`config.mk`:
```
export PLATFORM = sky130hd
export DESIGN_NAME = tx_beam_ch
export DESIGN_NICKNAME = d
export VERILOG_FILES = /design/src/rtl/tx_beam_ch.sv
export SDC_FILE = /design/constraint.sdc
export NUM_CORES = 2
export LEC_CHECK = 0
export ABC_AREA = 1
export CELL_PAD_IN_SITES_DETAIL_PLACEMENT = 1
export CELL_PAD_IN_SITES_GLOBAL_PLACEMENT = 2
export CORE_UTILIZATION = 48
export DETAILED_ROUTE_END_ITERATION = 6
export PLACE_DENSITY_LB_ADDON = 0.1
export SLEW_MARGIN = 20
export SYNTH_ARGS = -nofsm -noshare
export SYNTH_HDL_FRONTEND = slang
export SYNTH_SLANG_ARGS = --single-unit
```
`constraint.sdc`:
```
create_clock -name clk -period 2.9 [get_ports clk]
set_input_delay 0.29 -clock clk [delete_from_list [all_inputs] [get_ports clk]]
set_output_delay 0.29 -clock clk [all_outputs]
set_load 0.02 [all_outputs]
```
`src/rtl/tx_beam_ch.sv`:
```
// tx_beam_ch: per-channel transmit beamforming pulser with a per-beam focusing delay LUT.
// After the LUT delay it emits an n-period bipolar burst on tx_p/tx_n; tx_en marks the transmit window.
module tx_beam_ch #(
    parameter int ADDR_WD = 8,
    parameter int DLY_WD  = 12,
    parameter int HP_WD   = 6,
    parameter int NCYC_WD = 4
) (
    input  logic               clk,
    input  logic               rst,
    input  logic               lut_we,
    input  logic [ADDR_WD-1:0] lut_addr,
    input  logic [DLY_WD:0]    lut_din,
    input  logic               fire,
    input  logic [ADDR_WD-1:0] beam_addr,
    input  logic [HP_WD-1:0]   half_per,
    input  logic [NCYC_WD-1:0] n_cycles,
    input  logic               abort,
    output logic               tx_p,
    output logic               tx_n,
    output logic               tx_en,
    output logic               tx_done,
    output logic               busy
);
    typedef enum logic [2:0] {IDLE, RD, DLY, PLS_P, PLS_N, DONE} state_t;

    state_t             state_q, state_d;
    logic [DLY_WD:0]    lut_mem [2**ADDR_WD];
    logic [DLY_WD:0]    rd_q;
    logic [DLY_WD-1:0]  dly_q, dly_d;
    logic [HP_WD-1:0]   hp_q, hp_d, hcnt_q, hcnt_d;
    logic [NCYC_WD-1:0] ncyc_q, ncyc_d;
    logic               tx_p_d, tx_n_d, tx_en_d, tx_done_d, busy_d;

    // The LUT is read with the fire-cycle beam address, so its data is ready while in RD.
    always_ff @(posedge clk) begin
        if (lut_we)
            lut_mem[lut_addr] <= lut_din;
        rd_q <= lut_mem[beam_addr];
    end

    always_ff @(posedge clk) begin
        if (rst) begin
            state_q <= IDLE;
            dly_q   <= '0;
            hp_q    <= '0;
            hcnt_q  <= '0;
            ncyc_q  <= '0;
            tx_p    <= 1'b0;
            tx_n    <= 1'b0;
            tx_en   <= 1'b0;
            tx_done <= 1'b0;
            busy    <= 1'b0;
        end else begin
            state_q <= state_d;
            dly_q   <= dly_d;
            hp_q    <= hp_d;
            hcnt_q  <= hcnt_d;
            ncyc_q  <= ncyc_d;
            tx_p    <= tx_p_d;
            tx_n    <= tx_n_d;
            tx_en   <= tx_en_d;
            tx_done <= tx_done_d;
            busy    <= busy_d;
        end
    end

    always_comb begin
        state_d = state_q;
        dly_d   = dly_q;
        hp_d    = hp_q;
        hcnt_d  = hcnt_q;
        ncyc_d  = ncyc_q;
        case (state_q)
            IDLE: if (fire) begin
                state_d = RD;
                hp_d    = (half_per == '0) ? HP_WD'(1) : half_per;
                ncyc_d  = n_cycles;
            end
            RD: begin
                state_d = (!rd_q[DLY_WD] || ncyc_q == '0) ? DONE : DLY;
                dly_d   = rd_q[DLY_WD-1:0];
            end
            DLY: begin
                state_d = (dly_q == '0) ? PLS_P : DLY;
                dly_d   = dly_q - 1'b1;
                hcnt_d  = hp_q - 1'b1;
            end
            PLS_P: begin
                state_d = (hcnt_q == '0) ? PLS_N : PLS_P;
                hcnt_d  = (hcnt_q == '0) ? hp_q - 1'b1 : hcnt_q - 1'b1;
            end
            PLS_N: begin
                state_d = (hcnt_q != '0) ? PLS_N : (ncyc_q == NCYC_WD'(1)) ? DONE : PLS_P;
                hcnt_d  = (hcnt_q == '0) ? hp_q - 1'b1 : hcnt_q - 1'b1;
                ncyc_d  = (hcnt_q == '0) ? ncyc_q - 1'b1 : ncyc_q;
            end
            DONE:    state_d = IDLE;
            default: state_d = IDLE;
        endcase
        if (abort)
            state_d = IDLE;
    end

    // Outputs are registered from the next state so they line up with the state they describe.
    always_comb begin
        tx_p_d    = state_d == PLS_P;
        tx_n_d    = state_d == PLS_N;
        tx_en_d   = state_d inside {RD, DLY, PLS_P, PLS_N};
        tx_done_d = state_d == DONE;
        busy_d    = state_d != IDLE;
    end
endmodule
```
# Word-level counts from Yosys, hierarchy flattened
# Memory sizes are Yosys's and may differ from the RTL's. A register that Yosys moved wholly into a read port is not among the register bits.
# Cells that the tools add are included.
# classes
add_sub_neg	4
eq_ne	12
n_mux	17
reduce_logical	16
# ops
cell	count
case mux 12 bit (2 select lines)	1
2-to-1 mux 3 bit	6
case mux 3 bit (5 select lines)	1
equality test 3 x 2 -> 1 bit (second input constant)	4
zero test 12 bit	1
zero test 6 bit	2
2-to-1 mux 6 bit	2
case mux 6 bit (2 select lines)	1
subtractor 12 x 1 -> 12 bit (second input constant)	1
subtractor 6 x 1 -> 6 bit (second input constant)	2
equality test 3 bit (second input constant)	3
2-to-1 mux 4 bit	2
case mux 4 bit (2 select lines)	1
equality test 3 x 1 -> 1 bit (second input constant)	2
nonzero test 2 bit	3
nonzero test 6 bit	1
equality test 4 x 1 -> 1 bit (second input constant)	1
zero test 4 bit	1
!= test 2 bit (second input constant)	2
nonzero test 4 bit	1
subtractor 4 x 1 -> 4 bit (second input constant)	1
zero test 3 bit	1
2-to-1 mux 1 bit	3
AND reduction 3 bit	1
5 further kinds	5
# word_totals
ff_bits	36
ramBits	3328
in_bits	44
output_inout_bits	5
wordCells	60
n_memories	1
# memory_table
memory	words	width	rd	rd_ports_with_merged_regs	wr	line_no	source
lut_mem	256	13	1	1	1	28	logic [DLY_WD:0] lut_mem [2**ADDR_WD];

# Longest topological paths before layout
# depth
ltp_word	7
mapped_depth	15
mapped_depth_nobuf	11

# Worst setup path after synthesis
# Ideal clock, no wire load.
# synth_timing
path_type	input to register
startpoint	input lut_we
endpoint	memory lut_mem[162][0] in the netlist's numbering, enable pin
setup_time_ps	382
t_arrival_ps	1618
required_time_ps	2518
setup_slack_ps	900
stages	4
path_buffers	2
path_cell_list	clkbuf_1 -> nand3_1 -> clkbuf_1 -> nor2_1
# synth_via
elab_chain_cells	2
# synth_lines
element	line_no	source
from (decl)	11	input logic lut_we,
2-to-1 mux 1 bit	37	if (lut_we)
2-to-1 mux 1 bit (not written as such)	38	lut_mem[lut_addr] <= lut_din;
to (decl)	28	
# No other way between the ends.

==> metrics.md <==
| Metric | Value |
|---|---|
| Flops & latches, synth | `3377` |
| Setup CP Type | `primary input to register` |
| Sw Share | `23.3%` |
| Critical Path Max Stage Delay | `0.37 ns` |
| Internal | `81300 uW` |
| Maximum number of pins on one net before global-route repair | `101` |
| Worst r2r src | `lut_mem[71][5]` |
| Total power draw | `106000 uW` |
| Number of global-route vias before repair | `97424` |
| Grt ovf | `0` |
| Clock root cell | `clkbuf_16` |
| HPWL after detailed placement | `283 mm` |
| Clock skew | `0.0270 ns` |
| Gpl congestion | `0.871` |
| PwrDens | `666 mW/mm^2` |
| Fmax | `400 MHz` |
| Htree depth | `5` |
| Max-slew headroom | `40.0%` |
| Final instance area | `0.159 mm^2` |
| Final net count | `11976` |
| Max Fanout on Critical Path | `44` |
| DIE AREA | `0.286 mm^2` |
| Starting Density | `48.3%` |
| Crit path top cell by count | `nand3_1` |
| Total wire length | `459 mm` |
| Worst setup path endpoint | `rd_q[5]` |
| Net Sw Power | `24700 uW` |
| CTS Sinks | `3377` |
| Synthesized area per cell | `12.0 um^2` |
| Worst-path clk slew | `0.06 ns` |
| Count of final setup violators | `0` |
| Synth Instances | `11410` |
| Status | `finished, final reports clean` |
| Combinational cell fraction of total power | `7.1%` |
| Count of different cell masters after synthesis | `34` |
| Clock Power Share | `42.2%` |
| Worst hold path class | `primary input to register` |
| WL per Instance | `28.8 um` |
| Max_cap viols | `0` |
| Residual DRC count | `0` |
| GRT Total Usage | `31.8%` |
| Final Hold Vio Count | `0` |
| Initial DRC Count | `10199` |
| Clock Latency Late Sink | `0.93 ns` |
| Post-CTS sizing | `0` |
| Crit Reg-Reg Endpoint | `rd_q[5]` |
| Sum Neg Setup Slack | `0 ns` |
| Post-CTS Setup Bufs | `0` |
| First-pass DRT Iterations | `6` |
| Longest Clk Path Bufs | `4` |
| Sequential area share after synthesis | `73.9%` |
| Slew Limit Fails | `0` |
| DRT antenna net count | `0` |
| Dpl ws | `-0.379 ns` |
| R2r setup slk | `0.58 ns` |
| Minimum clock period | `2.50 ns` |
| Synth-to-layout area growth | `16.6%` |
| Slew @ Worst Pin | `0.899 ns` |
| Via/cell ratio | `5.97` |
| First-pass GRT wire length | `668 mm` |
| CP required | `3.76 ns` |
| Seq pwr share | `50.8%` |
| Peak supply drop | `0.000543 V` |
| Vias | `95272` |
| Core Rows | `195` |
| Critical path's slowest cell | `nand2_1` |
| Initial antenna violation count | `23` |
| Mapped Area | `0.136 mm^2` |
| Unrepaired setup endpoints after global routing | `no` |
| R2R depth | `10` |
| IO Count | `49` |
| Placed cell areas | `0.148 mm^2` |
| Leakage | `0.0566 uW` |
| Post-route clock period utilization | `86.2%` |
| # hold bufs at CTS | `17` |
| Die X | `535 um` |
| Crit. End Element | `register` |
| Worst path arrival time | `3.36 ns` |
| Syn Nets | `11461` |
| Total CTS buffers | `358` |
| Hold Slack | `0.0666 ns` |
| Worst setup SP type | `primary input` |
| Critical Path Start | `beam_addr[0]` |
| Die span in y | `535 um` |
| PortBufs | `48` |
| Post-route setup slack | `0.401 ns` |
| Critical Path, Cell by Cell | `buf_12 > inv_16 > buf_12 > buf_12 > buf_4 > nand2_1 > nand3_1 > nand3_1 > nand3_1 > nand3_1 > nand3_1 > nand3_1 > nand2_1 > nand2_1 > nand2_1` |
| Synth warnings | `0` |
| Ratio of cells with drive above 1 in the final layout | `11.5%` |
| CTS tree | `yes` |
| Core area | `0.283 mm^2` |
-- worst max-delay path: cells and delay by family --
| kind | cells | cell delay [ns] |
|---|---|---|
| simple gates | 10 | 1.82 |
| buf+inv | 5 | 1.05 |
-- sequential cells by signal, summed over array words and instances (netlist names), 3 cells and up --
signal   count
hcnt_q       6
ncyc_q       4
lut_mem   3328
state_q      3
hp_q         6
dly_q       12
rd_q        13
-- area by class of cell --
cell class                      instances  area [um^2]
Inverter                               77          330
Timing Repair Buffer                  927        10600
Antenna cell                            4         10.0
Fill cell                           28336       123000
Sequential cell                      3377       101000
Clock inverter                        182         1450
Multi-Input combinational cell       7184        31400
Tap cell                             3743         4680
Clock buffer                          460         9740
-- cells in the mapped netlist --
cell type	number	area share, %
a2111oi_0	1	0.0064
a211oi_1	2	0.011
a21oi_1	19	0.070
a221oi_1	4	0.026
a22oi_1	2	0.011
a31oi_1	4	0.018
buf_1	75	0.21
buf_2	438	1.6
buf_4	102	0.56
buf_6	7	0.058
buf_8	1	0.011
clkbuf_1	149	0.41
clkinv_1	2	0.0055
dfxtp_1	49	0.72
edfxtp_1	3328	73
ha_1	7	0.064
inv_1	69	0.19
inv_2	5	0.014
inv_4	1	0.0046
mux2_2	1	0.0083
nand2_1	3481	9.6
nand3_1	3291	12
nand3b_1	1	0.0055
nand4_1	5	0.023
nor2_1	317	0.87
nor3_1	3	0.011
nor3_4	1	0.012
o211ai_1	5	0.028
o21ai_0	24	0.088
o221ai_1	2	0.013
o22ai_1	1	0.0046
o31ai_1	2	0.011
xnor2_1	3	0.019
xor2_1	8	0.051
-- power by group through the flow --
stage / Combinational (uW) / Clock (uW) / Sequential [uW]
6_report: 7480 / 44700 / 53800
5_1_grt: 7940 / 46900 / 53800
4_1_cts: 7470 / 45300 / 53800
3_5_place_dp: 7400 / 0 / 54900
3_3_place_gp: 7220 / 0 / 54900
2_1_floorplan: 3440 / 0 / 54800
-- metal layers --
metal	part of all wire [%]	vias to the layer above	wire length, um	GRT usage (%)
met5	0.0061	-	28	0
li1	-	41665	-	-
met1	42	49301	192000	44.4
met3	6.8	680	31200	3.75
met2	48	3622	219000	52.1
met4	3.6	4	16600	10.7
-- cells by family after synthesis --
family	share of synthesized area [%]
AO/OA/AOI/OAI	0.286
XOR/XNOR	0.0706
adder cells (fa/ha/maj)	0.0642
buffers and inverters	3.07
flip-flops	73.9
multiplexers	0.00825
AND/OR/NAND/NOR	22.6
-- through the flow --
step	util, %	instances
floorplan	-	11410
CTS	56.3	15950
global placement	52.3	15291
finish	56.3	15954
detailed placement	52.3	15291
global route	56.3	15951
-- layout by cell type, fill, tap and decap left out, types with 10 or more instances in the layout --
cell type,netlist,layout
clkbuf_1,149,78
dlygate4sd3_1,0,17
inv_1,69,67
a21oi_1,19,19
clkinv_1,2,76
buf_4,102,593
nand2_2,0,16
buf_12,0,271
dfxtp_1,49,49
nand2_1,3481,3465
clkdlybuf4s50_1,0,28
o21ai_0,24,24
edfxtp_1,3328,3328
buf_8,1,16
nor2_1,317,317
nand3_1,3291,3291
clkbuf_16,0,372
bufinv_16,0,21
clkinv_2,0,67
clkbuf_8,0,10
-- worst min-delay path by stage --
stage | from | endpoint | cells after the start
finish | half_per[2] | hp_q[2] | 3
global placement | hp_q[5] | hp_q[5] | 2
CTS | half_per[2] | hp_q[2] | 3
floorplan | lut_din[0] | lut_mem[0][0] | 0
detailed placement | hp_q[5] | hp_q[5] | 2
global route | half_per[2] | hp_q[0] | 4
Note: power is estimated with default switching activity, not from simulation.
